[config.mk]
export PLATFORM = sky130hd
export DESIGN_NAME = drive_state_register_flat
export DESIGN_NICKNAME = d
export VERILOG_FILES = /design/src/rtl/drive_state_register_if.sv /design/src/rtl/drive_state_register.sv /design/src/flat_wrapper.sv
export SDC_FILE = /design/constraint.sdc
export NUM_CORES = 1
export LEC_CHECK = 0
export ABC_CLOCK_PERIOD_IN_PS = 3100
export CORE_ASPECT_RATIO = 2
export CORE_MARGIN = 5
export CORE_UTILIZATION = 60
export CTS_CLUSTER_DIAMETER = 60
export DETAILED_ROUTE_END_ITERATION = 12
export PLACE_DENSITY = 0.88
export SLEW_MARGIN = 20
export SYNTH_ARGS = -nofsm -noshare
export SYNTH_HDL_FRONTEND = slang
export SYNTH_SLANG_ARGS = --single-unit
[constraint.sdc]
create_clock -name clk -period 3.1 [get_ports clk]
set_clock_uncertainty 0.05 [all_clocks]
set_input_delay 0.31 -clock clk [delete_from_list [all_inputs] [get_ports clk]]
set_output_delay 0.31 -clock clk [all_outputs]
set_load 0.05 [all_outputs]
[src/rtl/drive_state_register_if.sv]
// Bundle of controller requests, button levels and registered drive outputs
// exchanged between the manual driving controller side and the drive state
// register. All request inputs are levels sampled on the rising clock edge;
// there is no valid/ready handshake, every input is consumed every cycle.
interface drive_state_register_if;
    logic       power_btn;
    logic       power_off_btn;
    logic [1:0] global_state;
    logic [1:0] next_state;
    logic [3:0] next_moving_state;
    logic       manual_power;
    logic       left_light_req;
    logic       right_light_req;
    logic       power;
    logic [1:0] state;
    logic [3:0] moving_state;
    logic       turn_left_light;
    logic       turn_right_light;
    logic       move_forward;
    logic       move_backward;
    logic       turn_left;
    logic       turn_right;

    // Controller / stimulus side: drives requests, observes drive outputs
    modport master (
        output power_btn, power_off_btn, global_state, next_state,
               next_moving_state, manual_power, left_light_req, right_light_req,
        input  power, state, moving_state, turn_left_light, turn_right_light,
               move_forward, move_backward, turn_left, turn_right
    );

    // Drive state register side
    modport slave (
        input  power_btn, power_off_btn, global_state, next_state,
               next_moving_state, manual_power, left_light_req, right_light_req,
        output power, state, moving_state, turn_left_light, turn_right_light,
               move_forward, move_backward, turn_left, turn_right
    );
endinterface

[src/rtl/drive_state_register.sv]
// Drive state register: owns the car power flag, run state and moving state.
// Runs the power-on hold sequence, captures controller requests one cycle
// late with sanitising, blinks the turn lights and decodes motor commands.
// The power FSM state is directly visible as the power output (ON == 1).
module drive_state_register #(
    parameter int POWER_HOLD = 100_000_000,
    parameter int BLINK_HALF = 25_000_000
) (
    input logic                     clk,
    input logic                     rst,
    drive_state_register_if.slave   bus
);
    localparam int HOLD_W  = $clog2(POWER_HOLD + 1);
    localparam int BLINK_W = $clog2(BLINK_HALF + 1);
    localparam logic [HOLD_W-1:0]  HOLD_LAST  = HOLD_W'(POWER_HOLD - 1);
    localparam logic [BLINK_W-1:0] BLINK_LAST = BLINK_W'(BLINK_HALF - 1);

    localparam logic [1:0] ST_NSTART = 2'b00;
    localparam logic [1:0] ST_MOVING = 2'b10;
    localparam logic [1:0] ST_ILLEGAL = 2'b11;

    typedef enum logic {
        PWR_OFF = 1'b0,
        PWR_ON  = 1'b1
    } pwr_state_e;

    pwr_state_e         pwr_q, pwr_d;
    logic [HOLD_W-1:0]  hold_cnt_q, hold_cnt_d;
    logic [BLINK_W-1:0] blink_cnt_q, blink_cnt_d;
    logic               blink_phase_q, blink_phase_d;
    logic [1:0]         state_q, state_d;
    logic [3:0]         moving_q, moving_d;
    logic               left_light_q, left_light_d;
    logic               right_light_q, right_light_d;

    logic [1:0]         cap_state;
    logic [3:0]         cap_moving;
    logic               moving_legal;

    // Sanitise the controller request before it can be captured
    always_comb begin
        cap_state    = (bus.next_state == ST_ILLEGAL) ? ST_NSTART : bus.next_state;
        moving_legal = 1'b0;
        case (bus.next_moving_state)
            4'b0000, 4'b0001, 4'b0010, 4'b0100, 4'b1000: moving_legal = 1'b1;
            default:                                     moving_legal = 1'b0;
        endcase
        cap_moving = (moving_legal && cap_state == ST_MOVING) ? bus.next_moving_state : 4'b0000;
    end

    // Power FSM next state, request capture and blink generation
    always_comb begin
        pwr_d         = pwr_q;
        hold_cnt_d    = hold_cnt_q;
        blink_cnt_d   = blink_cnt_q;
        blink_phase_d = blink_phase_q;
        state_d       = state_q;
        moving_d      = moving_q;
        left_light_d  = left_light_q;
        right_light_d = right_light_q;

        case (pwr_q)
            PWR_OFF: begin
                // Everything driven is parked while the car is off
                state_d       = ST_NSTART;
                moving_d      = 4'b0000;
                left_light_d  = 1'b0;
                right_light_d = 1'b0;
                blink_cnt_d   = '0;
                blink_phase_d = 1'b1;
                if (bus.power_btn && !bus.power_off_btn) begin
                    if (hold_cnt_q == HOLD_LAST) begin
                        pwr_d      = PWR_ON;
                        hold_cnt_d = '0;
                    end else begin
                        hold_cnt_d = hold_cnt_q + 1'b1;
                    end
                end else begin
                    hold_cnt_d = '0;
                end
            end
            PWR_ON: begin
                hold_cnt_d = '0;
                if (bus.power_off_btn || (bus.global_state == 2'b00 && !bus.manual_power)) begin
                    pwr_d         = PWR_OFF;
                    state_d       = ST_NSTART;
                    moving_d      = 4'b0000;
                    left_light_d  = 1'b0;
                    right_light_d = 1'b0;
                    blink_cnt_d   = '0;
                    blink_phase_d = 1'b1;
                end else begin
                    // Only manual mode may change the run/moving state
                    if (bus.global_state == 2'b00) begin
                        state_d  = cap_state;
                        moving_d = cap_moving;
                    end
                    if (blink_cnt_q == BLINK_LAST) begin
                        blink_cnt_d   = '0;
                        blink_phase_d = ~blink_phase_q;
                    end else begin
                        blink_cnt_d = blink_cnt_q + 1'b1;
                    end
                    left_light_d  = bus.left_light_req & blink_phase_q;
                    right_light_d = bus.right_light_req & blink_phase_q;
                end
            end
            default: pwr_d = PWR_OFF;
        endcase
    end

    // State registers with synchronous reset
    always_ff @(posedge clk) begin
        if (rst) begin
            pwr_q         <= PWR_OFF;
            hold_cnt_q    <= '0;
            blink_cnt_q   <= '0;
            blink_phase_q <= 1'b1;
            state_q       <= ST_NSTART;
            moving_q      <= 4'b0000;
            left_light_q  <= 1'b0;
            right_light_q <= 1'b0;
        end else begin
            pwr_q         <= pwr_d;
            hold_cnt_q    <= hold_cnt_d;
            blink_cnt_q   <= blink_cnt_d;
            blink_phase_q <= blink_phase_d;
            state_q       <= state_d;
            moving_q      <= moving_d;
            left_light_q  <= left_light_d;
            right_light_q <= right_light_d;
        end
    end

    // Outputs; motor commands are a power-gated decode of the moving state
    assign bus.power            = (pwr_q == PWR_ON);
    assign bus.state            = state_q;
    assign bus.moving_state     = moving_q;
    assign bus.turn_left_light  = left_light_q;
    assign bus.turn_right_light = right_light_q;
    assign bus.move_forward     = bus.power && (moving_q == 4'b0001);
    assign bus.move_backward    = bus.power && (moving_q == 4'b0010);
    assign bus.turn_left        = bus.power && (moving_q == 4'b0100);
    assign bus.turn_right       = bus.power && (moving_q == 4'b1000);
endmodule

[src/flat_wrapper.sv]
// flat-port wrapper written by rule: the top's interface ports become plain ports
module drive_state_register_flat 
#(
    parameter int POWER_HOLD = 100_000_000,
    parameter int BLINK_HALF = 25_000_000
)
  (clk, rst, bus_power_btn, bus_power_off_btn, bus_global_state, bus_next_state, bus_next_moving_state, bus_manual_power, bus_left_light_req, bus_right_light_req, bus_power, bus_state, bus_moving_state, bus_turn_left_light, bus_turn_right_light, bus_move_forward, bus_move_backward, bus_turn_left, bus_turn_right);
  drive_state_register_if bus_i ();
  input logic clk;
  input logic rst;
  input wire logic [$bits(bus_i.power_btn)-1:0] bus_power_btn;
  input wire logic [$bits(bus_i.power_off_btn)-1:0] bus_power_off_btn;
  input wire logic [$bits(bus_i.global_state)-1:0] bus_global_state;
  input wire logic [$bits(bus_i.next_state)-1:0] bus_next_state;
  input wire logic [$bits(bus_i.next_moving_state)-1:0] bus_next_moving_state;
  input wire logic [$bits(bus_i.manual_power)-1:0] bus_manual_power;
  input wire logic [$bits(bus_i.left_light_req)-1:0] bus_left_light_req;
  input wire logic [$bits(bus_i.right_light_req)-1:0] bus_right_light_req;
  output wire logic [$bits(bus_i.power)-1:0] bus_power;
  output wire logic [$bits(bus_i.state)-1:0] bus_state;
  output wire logic [$bits(bus_i.moving_state)-1:0] bus_moving_state;
  output wire logic [$bits(bus_i.turn_left_light)-1:0] bus_turn_left_light;
  output wire logic [$bits(bus_i.turn_right_light)-1:0] bus_turn_right_light;
  output wire logic [$bits(bus_i.move_forward)-1:0] bus_move_forward;
  output wire logic [$bits(bus_i.move_backward)-1:0] bus_move_backward;
  output wire logic [$bits(bus_i.turn_left)-1:0] bus_turn_left;
  output wire logic [$bits(bus_i.turn_right)-1:0] bus_turn_right;
  assign bus_i.power_btn = bus_power_btn;
  assign bus_i.power_off_btn = bus_power_off_btn;
  assign bus_i.global_state = bus_global_state;
  assign bus_i.next_state = bus_next_state;
  assign bus_i.next_moving_state = bus_next_moving_state;
  assign bus_i.manual_power = bus_manual_power;
  assign bus_i.left_light_req = bus_left_light_req;
  assign bus_i.right_light_req = bus_right_light_req;
  assign bus_power = bus_i.power;
  assign bus_state = bus_i.state;
  assign bus_moving_state = bus_i.moving_state;
  assign bus_turn_left_light = bus_i.turn_left_light;
  assign bus_turn_right_light = bus_i.turn_right_light;
  assign bus_move_forward = bus_i.move_forward;
  assign bus_move_backward = bus_i.move_backward;
  assign bus_turn_left = bus_i.turn_left;
  assign bus_turn_right = bus_i.turn_right;
  drive_state_register #(.POWER_HOLD(POWER_HOLD), .BLINK_HALF(BLINK_HALF)) u_core (.clk(clk), .rst(rst), .bus(bus_i));
endmodule
==> parameters.txt <==
Parameter                              Value

Routing
  Routed via count ... 2702
  Final wirelength ... 7129 um
  Avg WL per Cell ... 16.77 um
  Starting DRT DRC Count ... 157
  DRC violations left ... 0
  Mean number of vias per cell ... 6.358
  Residual antenna-violating net count after detailed routing ... 0
  Length of the first detailed-routing pass in iterations ... 5

Place
  Instance area at placement ... 0.003203 sq mm
  HPWL Detailed ... 5039 um
  Post-placement cell count ... 409
  Port Buf Inserts ... 27
  Last weighted congestion value of the routability-driven placer ... 0.8682

Hold path
  Class of the most critical hold timing path ... flip-flop to flip-flop
  Worst Min Path Start ... u_core.hold_cnt_q[0]
  WHS Path Cells ... 1
  Worst min-delay path endpoint ... u_core.hold_cnt_q[0]

Critical path
  Critical path required time ... 2740 ps
  Type of the worst setup path ... flip-flop to output port
  Capturing element type of the critical path ... output port
  CP arrival ... 2110 ps
  Critical path startpoint category ... flip-flop
  Endpoint of the most critical register-to-register path ... u_core.hold_cnt_q[2]
  Worst reg2reg setup slack ... 730 ps
  Maximum net fanout on the critical path ... 6
  Logic depth of the worst register-to-register path ... 7
  Reg-to-reg critical path startpoint ... u_core.hold_cnt_q[0]

Layout
  Summed area of non-filler cells in the final layout ... 0.003422 sq mm
  Antenna diode count ... 0
  End-of-flow core utilization ... 0.7372
  Post-layout net count ... 382
  Non-filler cells in the finished layout ... 425
  Share of post-route cells with drive strength above 1 ... 0.07838
  Area added between synthesis and finish ... 18.45%

GRT
  Total track usage ... 0.2379
  Pin count of the biggest net entering global routing ... 26
  Global-route wire length before repair ... 11760 um
  Via count of the first global-routing pass ... 2725
  Residual overflow from global routing ... 0
  Initial antenna violation count ... 0

Clock network
  Clock slew at the register clock pins of the worst setup and hold paths ... 70 ps
  H-tree Lvls ... 3
  CTS tree ... yes
  Post-cts repair resize count ... 0
  CTS Buf Count ... 9
  Hold bufs inserted after CTS ... 0
  Insertion delay of the later-clocked pin in the worst-skew pair ... 340 ps
  Root buffer selected by CTS ... clkbuf_8
  Maximum buffer depth of the clock tree ... 2
  Post-CTS setup buffer count ... 0
  Clock sinks ... 62

Synth
  Post-synthesis instance total ... 335
  Synthesized area divided by synthesized cell count ... 8.624 sq um
  Combined area of all synthesized cells ... 0.002889 sq mm
  Synth Net Count ... 352
  Synth warnings ... 0
  Synth Register Bits ... 62
  Fraction of the yosys area taken by sequential cells ... 0.4296
  Netlist cell types ... 38

Floorplanning
  DIE HEIGHT ... 108.1 um
  Boundary pin count ... 28
  Initial core utilization ... 0.6224
  Core area ... 0.004642 sq mm
  Overall die area ... 0.006387 sq mm
  Chip width ... 59.07 um
  Floorplan row count ... 35

STA
  Total of endpoints with negative setup slack in the final report ... 0
  Normalized max-slew margin ... 0.4501
  Transition at the pin with the smallest max-transition slack ... 819.9 ps
  Upper clock frequency limit ... 405.3 MHz
  Pins over their slew limit ... 0
  Final hold vios ... 0
  Accumulated negative setup slack ... 0 ps
  Fin crit share ... 0.7960
  RSZ-0062 raised after global routing ... false
  Clock period minus worst slack ... 2467 ps

Pwr
  Leakage power of the design ... 1.020 nW
  Power density over the cells ... 466.2 mW/mm^2
  Worst vdd rail ir drop ... 0.3845 mV

Outcome
  Run status ... finished, final reports clean

Run
  Total of max-cap violations ... 0
-- stage by stage --
stage | power (W) | setup WS (ps) | hold slack (ps)
2_1_floorplan | 0.0008239 | 222.0 | 332.4
3_3_place_gp | 0.0008480 | 845.2 | 395.3
3_5_place_dp | 0.0008487 | 754.0 | 412.5
4_1_cts | 0.001603 | 592.4 | 425.5
5_1_grt | 0.001642 | 497.4 | 458.5
6_report | 0.001595 | 632.5 | 421.2
-- area by class of cell --
cell class,count,area [sq um]
Inverter,11,41.29
Clock inverter,3,40.04
Tap cell,55,68.82
Fill cell,359,1220
Timing Repair Buffer,30,292.8
Clock buffer,13,178.9
Sequential cell,62,1241
Multi-Input combinational cell,251,1559
-- metal layers --
| layer | track usage | vias up | part of all wire |
|---|---|---|---|
| met5 | 0 | - | 0 |
| met4 | 0.1329 | 0 | 0.039 |
| met3 | 0.06810 | 30 | 0.037 |
| met2 | 0.4415 | 73 | 0.58 |
| met1 | 0.2203 | 1284 | 0.35 |
| li1 | - | 1315 | - |
-- power breakdown --
part | internal [W] | leakage (nW) | switching, W
logic | 0.0000191 | 0.405 | 0.0000145
clock network | 0.000456 | 0.115 | 0.000308
registers | 0.000797 | 0.499 | 0.000000717
total | 0.00127 | 1.02 | 0.000323
-- cell families (layout without fill, tap and decap cells) --
logic type / count (synthesis) / in the layout / share of synthesized area
and+or+nand+nor: 164 / 164 / 0.3239
AOI/OAI and AO/OA: 62 / 62 / 0.1356
DFF: 62 / 62 / 0.4296
xor gates and xnor gates: 23 / 23 / 0.06973
buffers and inverters: 22 / 57 / 0.03248
adders and majority gates: 2 / 2 / 0.008660
-- worst max-delay path: stages, from the launching register on --
cell             delay, ps
dfxtp_1                440
nand2b_1               130
nor4b_1                330
clkdlybuf4s50_1        870
-- cells in the mapped netlist --
| cell type | n | share of area |
|---|---|---|
| dfxtp_1 | 62 | 0.43 |
| nor2_1 | 36 | 0.047 |
| a21oi_1 | 26 | 0.045 |
| nand2_1 | 20 | 0.026 |
| nand3_1 | 19 | 0.033 |
| o31ai_1 | 19 | 0.049 |
| nand4_1 | 17 | 0.037 |
| or4_1 | 17 | 0.044 |
| xor2_1 | 13 | 0.039 |
| inv_1 | 11 | 0.014 |
| xnor2_1 | 10 | 0.030 |
| o21ai_0 | 9 | 0.016 |
| and4_1 | 8 | 0.024 |
| nor4_1 | 8 | 0.017 |
| or3_1 | 8 | 0.017 |
| clkbuf_1 | 7 | 0.0091 |
| and3_1 | 5 | 0.011 |
| nor3_1 | 5 | 0.0087 |
| nor4b_1 | 5 | 0.015 |
| a32oi_1 | 4 | 0.012 |
| and2_1 | 3 | 0.0065 |
| buf_2 | 3 | 0.0052 |
| ha_1 | 2 | 0.0087 |
| nand2b_1 | 2 | 0.0043 |
| nand3b_1 | 2 | 0.0052 |
| or2_2 | 2 | 0.0043 |
| a21o_1 | 1 | 0.0026 |
| and4_2 | 1 | 0.0035 |
| buf_6 | 1 | 0.0039 |
| nand4_2 | 1 | 0.0043 |
| nor2b_1 | 1 | 0.0022 |
| nor4bb_1 | 1 | 0.0035 |
| o21ba_2 | 1 | 0.0035 |
| o31a_1 | 1 | 0.0030 |
| o31ai_2 | 1 | 0.0043 |
| or3_2 | 1 | 0.0026 |
| or4_4 | 1 | 0.0039 |
| or4b_2 | 1 | 0.0035 |
-- worst max-delay path by stage --
| stage | from | endpoint | slack [ps] | cells after the start |
|---|---|---|---|---|
| after floorplan | u_core.bus.power | bus_move_backward | 220 | 2 |
| after global placement | rst | u_core.hold_cnt_q[16] | 850 | 5 |
| after detailed placement | u_core.hold_cnt_q[0] | u_core.hold_cnt_q[9] | 750 | 7 |
| after CTS | u_core.bus.power | bus_move_backward | 590 | 3 |
| after global routing | u_core.bus.power | bus_move_backward | 500 | 3 |
| final | u_core.bus.power | bus_move_backward | 630 | 3 |
-- registers in the layout, indices dropped and copies added, names as in the netlist --
signal,flops
u_core.blink_cnt_q,25
u_core.blink_phase_q,1
u_core.bus.moving_state,4
u_core.bus.power,1
u_core.bus.state,2
u_core.bus.turn_left_light,1
u_core.bus.turn_right_light,1
u_core.hold_cnt_q,27
-- cells in the final DEF, fill, tap and decap left out, types with 2 or more instances in the layout --
cell type        instances
a21oi_1                 26
a32oi_1                  4
and2_1                   3
and3_1                   5
and4_1                   8
buf_4                    3
clkbuf_8                13
clkdlybuf4s50_1         27
clkinv_2                 2
dfxtp_1                 62
ha_1                     2
inv_1                   11
nand2_1                 20
nand2b_1                 2
nand3_1                 19
nand3b_1                 2
nand4_1                 17
nor2_1                  36
nor3_1                   5
nor4_1                   8
nor4b_1                  5
o21ai_0                  9
o31ai_1                 18
o31ai_2                  2
or2_2                    2
or3_1                    8
or4_1                   17
xnor2_1                 10
xor2_1                  13
No activity file was read; power rests on OpenSTA's default activity.
